## src/rtl/strb_ser_pkg.sv

```systemverilog
// Shared types for the strobed word serialiser.
// FSM states, error bit indices, buffered word layout and byte-mask helper.
package strb_ser_pkg;

  typedef enum logic [1:0] {
    IDLE = 2'd0,
    LOAD = 2'd1,
    WAIT = 2'd2
  } state_t;

  localparam int ERR_TIMEOUT = 0;
  localparam int ERR_OVF     = 1;

  typedef struct packed {
    logic [1:0]  strobe;
    logic [31:0] data;
  } word_t;

  // Halfword strobe expanded to one enable per byte.
  function automatic logic [3:0] byte_mask(input logic [1:0] s);
    return {s[1], s[1], s[0], s[0]};
  endfunction

endpackage

```

## src/rtl/strb_word_fifo.sv

```systemverilog
// First-word-fall-through buffer of {strobe,data} words.
// Ports: push/wr_word in, pop/rd_word out, full/empty flags, count 0..DEPTH.
module strb_word_fifo
  import strb_ser_pkg::*;
#(
  parameter int DEPTH = 4
) (
  input  logic                   clk,
  input  logic                   rst_n,
  input  logic                   push,
  input  word_t                  wr_word,
  input  logic                   pop,
  output word_t                  rd_word,
  output logic                   full,
  output logic                   empty,
  output logic [$clog2(DEPTH):0] count
);

  localparam int AW = $clog2(DEPTH);
  localparam logic [AW:0] FULL_CNT = (AW+1)'(DEPTH);

  word_t          mem [DEPTH];
  logic [AW-1:0]  wr_ptr;
  logic [AW-1:0]  rd_ptr;
  logic           do_push;
  logic           do_pop;

  assign do_pop  = pop & ~empty;
  // A push into a full buffer is legal when a pop frees a slot this cycle.
  assign do_push = push & (~full | do_pop);

  always_ff @(posedge clk) begin
    if (!rst_n) begin
      wr_ptr <= '0;
      rd_ptr <= '0;
      count  <= '0;
    end else begin
      if (do_push) wr_ptr <= wr_ptr + 1'b1;
      if (do_pop)  rd_ptr <= rd_ptr + 1'b1;
      unique case ({do_push, do_pop})
        2'b10:   count <= count + 1'b1;
        2'b01:   count <= count - 1'b1;
        default: ;
      endcase
    end
  end

  always_ff @(posedge clk) begin
    if (do_push) mem[wr_ptr] <= wr_word;
  end

  assign rd_word = mem[rd_ptr];
  assign full    = (count == FULL_CNT);
  assign empty   = (count == '0);

endmodule

```

## src/rtl/strb_word_serializer.sv

```systemverilog
// Buffers strobed 32-bit words and feeds enabled bytes, LSB first, to uart_tx.
// Ports: wr_valid/wr_data/wr_strobe in, busy/level out, tx_dv/tx_byte/tx_done, err/err_clr.
module strb_word_serializer
  import strb_ser_pkg::*;
#(
  parameter int DEPTH    = 4,
  parameter int WAIT_MAX = 2048
) (
  input  logic                   clk,
  input  logic                   rst_n,
  input  logic                   wr_valid,
  input  logic [31:0]            wr_data,
  input  logic [1:0]             wr_strobe,
  output logic                   busy,
  output logic [$clog2(DEPTH):0] level,
  output logic                   tx_dv,
  output logic [7:0]             tx_byte,
  input  logic                   tx_done,
  output logic [1:0]             err,
  input  logic                   err_clr
);

  localparam int TW = (WAIT_MAX > 0) ? $clog2(WAIT_MAX + 1) : 1;
  localparam logic [TW-1:0] TMAX = TW'(WAIT_MAX);

  state_t        state_q, state_d;
  logic [31:0]   word_q, word_d;
  logic [3:0]    mask_q, mask_d;
  logic [3:0]    low;
  logic          dv_d;
  logic [7:0]    byte_d;
  logic [TW-1:0] tmr_q, tmr_d;
  logic [1:0]    err_d;
  logic          push, pop, full, empty;
  logic          timeout;
  word_t         head;
  word_t         in_word;

  assign push    = wr_valid & ~full & (wr_strobe != 2'b00);
  assign pop     = (state_q == IDLE) & ~empty;
  assign busy    = full;
  assign in_word = '{strobe: wr_strobe, data: wr_data};

  strb_word_fifo #(
    .DEPTH(DEPTH)
  ) u_fifo (
    .clk    (clk),
    .rst_n  (rst_n),
    .push   (push),
    .wr_word(in_word),
    .pop    (pop),
    .rd_word(head),
    .full   (full),
    .empty  (empty),
    .count  (level)
  );

  // Isolate the lowest pending byte enable.
  assign low = mask_q & (~mask_q + 4'd1);

  // Fires one cycle early so err lands exactly WAIT_MAX cycles after tx_dv.
  assign timeout = (WAIT_MAX != 0) && (tmr_q == TMAX - 1'b1);

  always_comb begin
    state_d = state_q;
    word_d  = word_q;
    mask_d  = mask_q;
    dv_d    = 1'b0;
    byte_d  = tx_byte;
    tmr_d   = tmr_q;
    err_d   = err_clr ? 2'b00 : err;
    if (wr_valid & full) err_d[ERR_OVF] = 1'b1;
    unique case (state_q)
      IDLE: begin
        if (!empty) begin
          word_d  = head.data;
          mask_d  = byte_mask(head.strobe);
          state_d = LOAD;
        end
      end
      LOAD: begin
        dv_d    = 1'b1;
        tmr_d   = '0;
        mask_d  = mask_q & ~low;
        state_d = WAIT;
        unique case (1'b1)
          low[0]:  byte_d = word_q[7:0];
          low[1]:  byte_d = word_q[15:8];
          low[2]:  byte_d = word_q[23:16];
          low[3]:  byte_d = word_q[31:24];
          default: byte_d = word_q[7:0];
        endcase
      end
      WAIT: begin
        if (tmr_q != TMAX) tmr_d = tmr_q + 1'b1;
        if (tx_done) begin
          state_d = (mask_q != 4'd0) ? LOAD : IDLE;
        end else if (timeout) begin
          err_d[ERR_TIMEOUT] = 1'b1;
          mask_d  = '0;
          state_d = IDLE;
        end
      end
      default: state_d = IDLE;
    endcase
  end

  always_ff @(posedge clk) begin
    if (!rst_n) begin
      state_q <= IDLE;
      word_q  <= '0;
      mask_q  <= '0;
      tx_dv   <= 1'b0;
      tx_byte <= '0;
      tmr_q   <= '0;
      err     <= '0;
    end else begin
      state_q <= state_d;
      word_q  <= word_d;
      mask_q  <= mask_d;
      tx_dv   <= dv_d;
      tx_byte <= byte_d;
      tmr_q   <= tmr_d;
      err     <= err_d;
    end
  end

endmodule

```

## config.mk

```make
export PLATFORM = sky130hd
export DESIGN_NAME = strb_word_serializer
export DESIGN_NICKNAME = d
export VERILOG_FILES = /design/src/rtl/strb_ser_pkg.sv /design/src/rtl/strb_word_fifo.sv /design/src/rtl/strb_word_serializer.sv
export SDC_FILE = /design/constraint.sdc
export NUM_CORES = 1
export LEC_CHECK = 0
export CAP_MARGIN = 20
export CORE_MARGIN = 2
export CORE_UTILIZATION = 55
export CTS_BUF_LIST = sky130_fd_sc_hd__clkbuf_8
export DETAILED_ROUTE_END_ITERATION = 12
export HOLD_SLACK_MARGIN = 0.15
export PLACE_DENSITY = 0.75
export RECOVER_POWER = 25
export SYNTH_ARGS = -nofsm -noshare
export SYNTH_HDL_FRONTEND = slang
export SYNTH_HIERARCHICAL = 1
export SYNTH_SLANG_ARGS = --single-unit
```

## constraint.sdc

```tcl
create_clock -name clk -period 3.3 [get_ports clk]
set_clock_uncertainty 0.05 [all_clocks]
set_input_delay 0.33 -clock clk [delete_from_list [all_inputs] [get_ports clk]]
set_output_delay 0.33 -clock clk [all_outputs]
set_load 0.005 [all_outputs]
```

### Word-level counts from Yosys, hierarchy flattened

Memories as Yosys holds them, arrays and structs flattened. A register that Yosys moved wholly into a read port is not among the register bits.
Index checks and enable logic that the tools add are counted.

| word-level totals | value |
|---|---|
| register bits | 68 |
| RAM bits | 136 |
| input bits | 39 |
| output and inout bits | 15 |
| memories kept | 1 |

| cells by class | value |
|---|---|
| add/subtract/negate cells | 6 |
| equal/unequal tests | 12 |
| mux-type cells | 23 |
| bitwise gates (word level) | 13 |
| reductions and logical operators | 12 |

Memories:

| name | words | bits a word | rd ports | clocked after Yosys merged registers in | wr ports | RTL line | RTL |
|---|---|---|---|---|---|---|---|
| u_fifo.mem | 4 | 34 | 1 | 1 | 1 | strb_word_fifo.sv:22 | `word_t mem [DEPTH];` |

Operators with widths:

| cell | count |
|---|---|
| case mux 12 bit (2 select lines) | 1 |
| case mux 8 bit (3 select lines) | 1 |
| adder 12 x 1 -> 12 bit, second input constant | 1 |
| == test 12 x 11 -> 1 bit, second input constant | 1 |
| 2-to-1 mux 12 bit | 1 |
| 2-to-1 mux 2 bit | 6 |
| 2-to-1 mux 4 bit | 3 |
| != test 12 bit, second input constant | 1 |
| case mux 4 bit (3 select lines) | 1 |
| AND 4 bit | 2 |
| 2-to-1 mux 1 bit | 8 |
| != test 2 bit, second input constant | 4 |
| inverter 4 bit | 2 |
| nonzero test 2 bit | 4 |
| AND 1 bit | 6 |
| case mux 2 bit (3 select lines) | 1 |
| case mux 3 bit (2 select lines) | 1 |
| AND reduction 2 bit | 3 |
| adder 2 x 1 -> 2 bit, second input constant | 2 |
| adder 4 x 1 -> 4 bit, second input constant | 1 |
| == test 2 x 1 -> 1 bit, second input constant | 2 |
| == test 2 bit, second input constant | 2 |
| AND reduction 4 bit | 1 |
| nonzero test 4 bit | 1 |
| other kinds (9) | 10 |

### Logic depth before layout (Yosys ltp)

| depth | value |
|---|---|
| depth after elaboration | 8 |
| gate-level depth with buffers | 15 |

### Modules after synthesis

The synthesis kept the hierarchy.

Modules (own cells, without submodules):

| module | instances | cells each | area each (µm²) | seq. area each (µm²) |
|---|---|---|---|---|
| strb_word_fifo | 1 | 232 | 5408.9 | 4264.1 |
| strb_word_serializer | 1 | 353 | 2767.7 | 1221.2 |

### Worst setup path after synthesis

OpenSTA, ideal clock, no wires.

| timing | value |
|---|---|
| kind | reg2reg |
| start | register u_fifo.count[0] |
| end | memory u_fifo/mem[2][10] in the netlist's numbering, enable pin |
| data arrival time | 2.467 ns |
| required time | 2.856 ns |
| slack | 0.389 ns |
| cell stages (with the launch flop) | 9 |
| period minus slack after synthesis | 2.911 ns |
| cells stage by stage | dfxtp_1 > nor3_2 > nand2b_1 > clkbuf_1 > inv_1 > buf_1 > inv_1 > a21boi_2 > and2_1 |

| on the way | value |
|---|---|
| longest elaborated chain between the ends | 8 |

RTL lines:

| what | RTL line | RTL |
|---|---|---|
| from (decl) | strb_word_fifo.sv:16 | `output logic [$clog2(DEPTH):0] count` |
| from (signal assigned) | strb_word_fifo.sv:41 | `2'b10: count <= count + 1'b1;` |
| from (signal assigned) | strb_word_fifo.sv:42 | `2'b01: count <= count - 1'b1;` |
| logical NOT 3 bit | strb_word_fifo.sv:54 | `assign empty = (count == '0);` |
| net empty | strb_word_serializer.sv:34 | `logic push, pop, full, empty;` |
| inverter 1 bit (no source line) | n/a |  |
| AND 1 bit | strb_word_serializer.sv:40 | `assign pop = (state_q == IDLE) & ~empty;` |
| net pop | strb_word_serializer.sv:34 |  |
| AND 1 bit | strb_word_fifo.sv:28 | `assign do_pop = pop & ~empty;` |
| bitwise OR 1 bit | strb_word_fifo.sv:30 | `assign do_push = push & (~full \| do_pop);` |
| AND 1 bit | strb_word_fifo.sv:30 |  |
| 2-to-1 mux 1 bit | strb_word_fifo.sv:49 | `if (do_push) mem[wr_ptr] <= wr_word;` |
| 2-to-1 mux 1 bit (not written as such) | strb_word_fifo.sv:49 |  |
| to (decl) | strb_word_fifo.sv:22 |  |

The timed path passes the listed nets, and every way through them passes these cells.

### Final worst setup path

| timing | value |
|---|---|
| start | register u_fifo.count[0] |
| end | register u_fifo.count[2] |

| on the way | value |
|---|---|
| longest elaborated chain between the ends | 8 |

RTL lines:

| what | RTL line | RTL |
|---|---|---|
| logical NOT 3 bit * | strb_word_fifo.sv:54 |  |
| net empty | strb_word_serializer.sv:34 |  |
| inverter 1 bit (no source line) * | n/a |  |
| AND 1 bit | strb_word_serializer.sv:40 |  |
| AND 1 bit * | strb_word_fifo.sv:28 |  |
| bitwise OR 1 bit | strb_word_fifo.sv:30 |  |
| AND 1 bit | strb_word_fifo.sv:30 |  |
| == test 2 x 1 -> 1 bit or == test 2 bit (tied branches) | strb_word_fifo.sv:40 | `unique case ({do_push, do_pop})` |
| case mux 3 bit (2 select lines) or nonzero test 2 bit (tied branches) | n/a |  |

Mark *: on every way through the listed nets, which the timed path passes. The rest lies on a longest branch.
A chain may end at the register's enable or synchronous reset.

==> impl_results.md <==
* Status: finished clean
* CTS tree: built
* Clock Sink Count at 206
* Syn Area/Cell at 14.0 um2
* RSZ-0062 raised after global routing: no
* CP Capture Type: flip-flop
* Num rows at 44
* Final net count at 707
* Setup Fix Bufs, Post-CTS at 0
* Worst-Margin Slew at 0.750 ns
* Die area at 0.0159 mm2
* Die H at 126 um
* Total track usage at 20.2%
* Fmax at 0.382 GHz
* Maxcap violations at 0
* Setup TNS at 0 ns
* Slew HR at 50.0%
* Fillers at 1064
* Post-CTS Resized at 0
* Number of port buffers at 53
* Setup ws final at 0.680 ns
* Cell mode on critical path: inv_1
* Htree depth at 2
* Arr. time, crit path at 3.02 ns
* Hpwl dp at 9.97 mm
* Net count after synthesis at 636
* Placer congestion estimate at 0.803
* Area Growth Syn to Fin at 17.3%
* Clock-pin transition on the worst setup and hold timing paths at 0.06 ns
* Worst min path class: flip-flop to flip-flop
* Clock buffer count from CTS at 36
* Initial antenna violation count at 0
* Top-area cell type share of the netlist area at 49.9%
* First DRT Iteration DRCs at 296
* First-pass GRT wire length at 25.4 mm
* Commonest cells after routing, fill and taps aside: edfxtp_1 (136), nand2_1 (102), dfxtp_1 (69)
* #FFs+latches synth at 206
* Worst path max stage delay at 0.37 ns
* Worst r2r dst: u_fifo/count[2]$_SDFFE_PN0P_
* Mapped cell area at 0.00818 mm2
* Cell taking the most area after synthesis: edfxtp_1
* Reg2reg start: u_fifo/count[0]$_SDFFE_PN0P_
* Endpoints failing setup at 0
* Root buffer cell: clkbuf_8
* Largest net degree at the start of global routing at 35
* R2R Setup Slk at 0.68 ns
* CP Launch Type: flip-flop
* Cell Pwr Density at 766 mW/mm2
* Avg WL per Cell at 17.6 um
* Initial Util at 56.3%
* Total Power at 7.35 mW
* Most common cell after layout, fill and taps aside: edfxtp_1
* Pre-CTS WS at 0.578 ns
* Detail Route Antenna Nets at 0
* Placeable Area at 0.0145 mm2
* Sequential share of the synthesized area at 67.1%
* DRC at 0
* # diodes at 0
* VDD IR max at 0.000342 V
* Final Critical Period at 2.62 ns
* I/O pin cnt at 54
* Hold path startpoint: word_q[27]$_SDFFE_PN0P_
* Critical Path Fanout Max at 7
* Worst EP required at 3.70 ns
* CP Class: flip-flop to flip-flop
* Ys async rst share at 0%
* Leakage power at 3.23 nW
* Final period utilization at 79.4%
* Final core occ at 66.0%
* Drt first pass iters at 4
* Cells after synthesis at 585
* CTS Buffer Depth at 3
* Layout cell share with drive strength beyond 1 at 15.6%
* Worst path slowest cell: dfxtp_1
* Worst-path cell chain: nor3_2 -> nand2b_1 -> inv_1 -> inv_1 -> a21boi_2 -> inv_1 -> ha_1 -> inv_1 -> fa_1 -> xor2_1 -> or3_1 -> a21boi_0
* Area contributors post-synth: edfxtp_1 (50%), dfxtp_1 (17%), mux4_2 (9.4%), nand2_1 (4.7%), a21oi_1 (3.4%)
* Skew-Pair Late Insertion Delay at 0.52 ns
* Post-synth EDFFs at 136
* Die Wd at 126 um
* Cts hold-fix bufs at 0
* Final wirelength at 15.3 mm
* Final max-slew violation count at 0
* Worst hold stages at 2
* Ys Warns at 6
* Ys flop type: edfxtp_1
* Via count at 4867
* Vias in the first global route at 5106
* R2r worst-path depth at 12
* Worst Hold End: word_q[27]$_SDFFE_PN0P_
* Distinct cells, synth at 55
* Remaining global-route overflow at 0
* Hold Slack at 0.408 ns
* Vias per cell at 5.61
* Final Hold Violating Endpoints at 0
worst max path at each step:
| stage | from | to | cells after the start |
|---|---|---|---|
| global route | u_fifo/count[0]$_SDFFE_PN0P_ | u_fifo/count[2]$_SDFFE_PN0P_ | 12 |
| global placement | wr_strobe[0] | u_fifo/count[2]$_SDFFE_PN0P_ | 11 |
| CTS | u_fifo/count[0]$_SDFFE_PN0P_ | u_fifo/count[2]$_SDFFE_PN0P_ | 12 |
| floorplan | u_fifo/count[0]$_SDFFE_PN0P_ | u_fifo/mem[2][10]$_DFFE_PP_ | 8 |
| detailed placement | wr_strobe[1] | u_fifo/count[2]$_SDFFE_PN0P_ | 11 |
| finish | u_fifo/count[0]$_SDFFE_PN0P_ | u_fifo/count[2]$_SDFFE_PN0P_ | 12 |
where the power goes:
| part | internal [mW] | total [mW] | switching [mW] |
|---|---|---|---|
| Clock | 1.22 | 2.20 | 0.982 |
| Combinational | 0.783 | 1.72 | 0.939 |
| Sequential | 3.15 | 3.42 | 0.278 |
stage by stage:
step	area [um2]	instances
2_1_floorplan	8180	585
3_3_place_gp	8880	802
3_5_place_dp	8880	802
4_1_cts	9590	868
5_1_grt	9590	868
6_report	9590	868
layout make-up:
| cell class | instances | area [um2] | area share [%] |
|---|---|---|---|
| clock buffers | 44 | 606 | 6.31 |
| flip-flops and latches | 206 | 5490 | 57.2 |
| multi-input cells | 329 | 2460 | 25.7 |
| clock inverters | 22 | 104 | 1.08 |
| repair buffers | 66 | 641 | 6.68 |
| inverters | 17 | 63.8 | 0.665 |
| well taps | 184 | 230 | 2.40 |
state kept, by name, indices dropped and copies added, names as in the netlist, named ones only:
register	count
u_fifo/mem	136
tx_byte	8
err	2
mask_q	4
tmr_q	12
state_q	2
tx_dv	1
word_q	32
u_fifo/rd_ptr	2
u_fifo/count	3
u_fifo/wr_ptr	2
critical path: cells and delay by family (launching register included):
kind / cells / cell delay (ns)
fa+ha+maj: 2 / 0.54
xor+xnor: 1 / 0.16
compound gates: 2 / 0.28
buf+inv: 4 / 0.31
simple gates: 3 / 0.84
flops: 1 / 0.37
cells in the mapped netlist, types with 8 or more instances:
master and number:
a21oi_1 55, a221oi_1 8, and2_1 9, clkbuf_1 17, dfxtp_1 70, edfxtp_1 136, ha_1 11, inv_1 17
mux2i_1 8, mux4_2 34, nand2_1 102, nand3b_1 8, nor2_1 8, o21ai_0 21
layer usage:
metal	vias to the layer above	GRT usage (%)	part of all wire (%)	wire length (um)
met2	93	34.2	51	7790
li1	2335	-	-	-
met1	2411	25.4	43	6530
met4	0	9.37	2.5	380
met3	28	3.87	4.0	611
met5	-	0	0	0
kinds of logic (layout without fill, tap and decap cells):
family | Yosys count | in the layout | synth area share, %
DFF | 206 | 206 | 67.1
AOI/OAI and AO/OA | 104 | 104 | 7.47
adders and majority gates | 12 | 12 | 1.93
buffers and inverters | 50 | 149 | 2.78
xor gates and xnor gates | 3 | 3 | 0.321
and+or+nand+nor | 166 | 166 | 9.79
muxes | 44 | 44 | 10.6
Power figures use the tool's default switching activity.
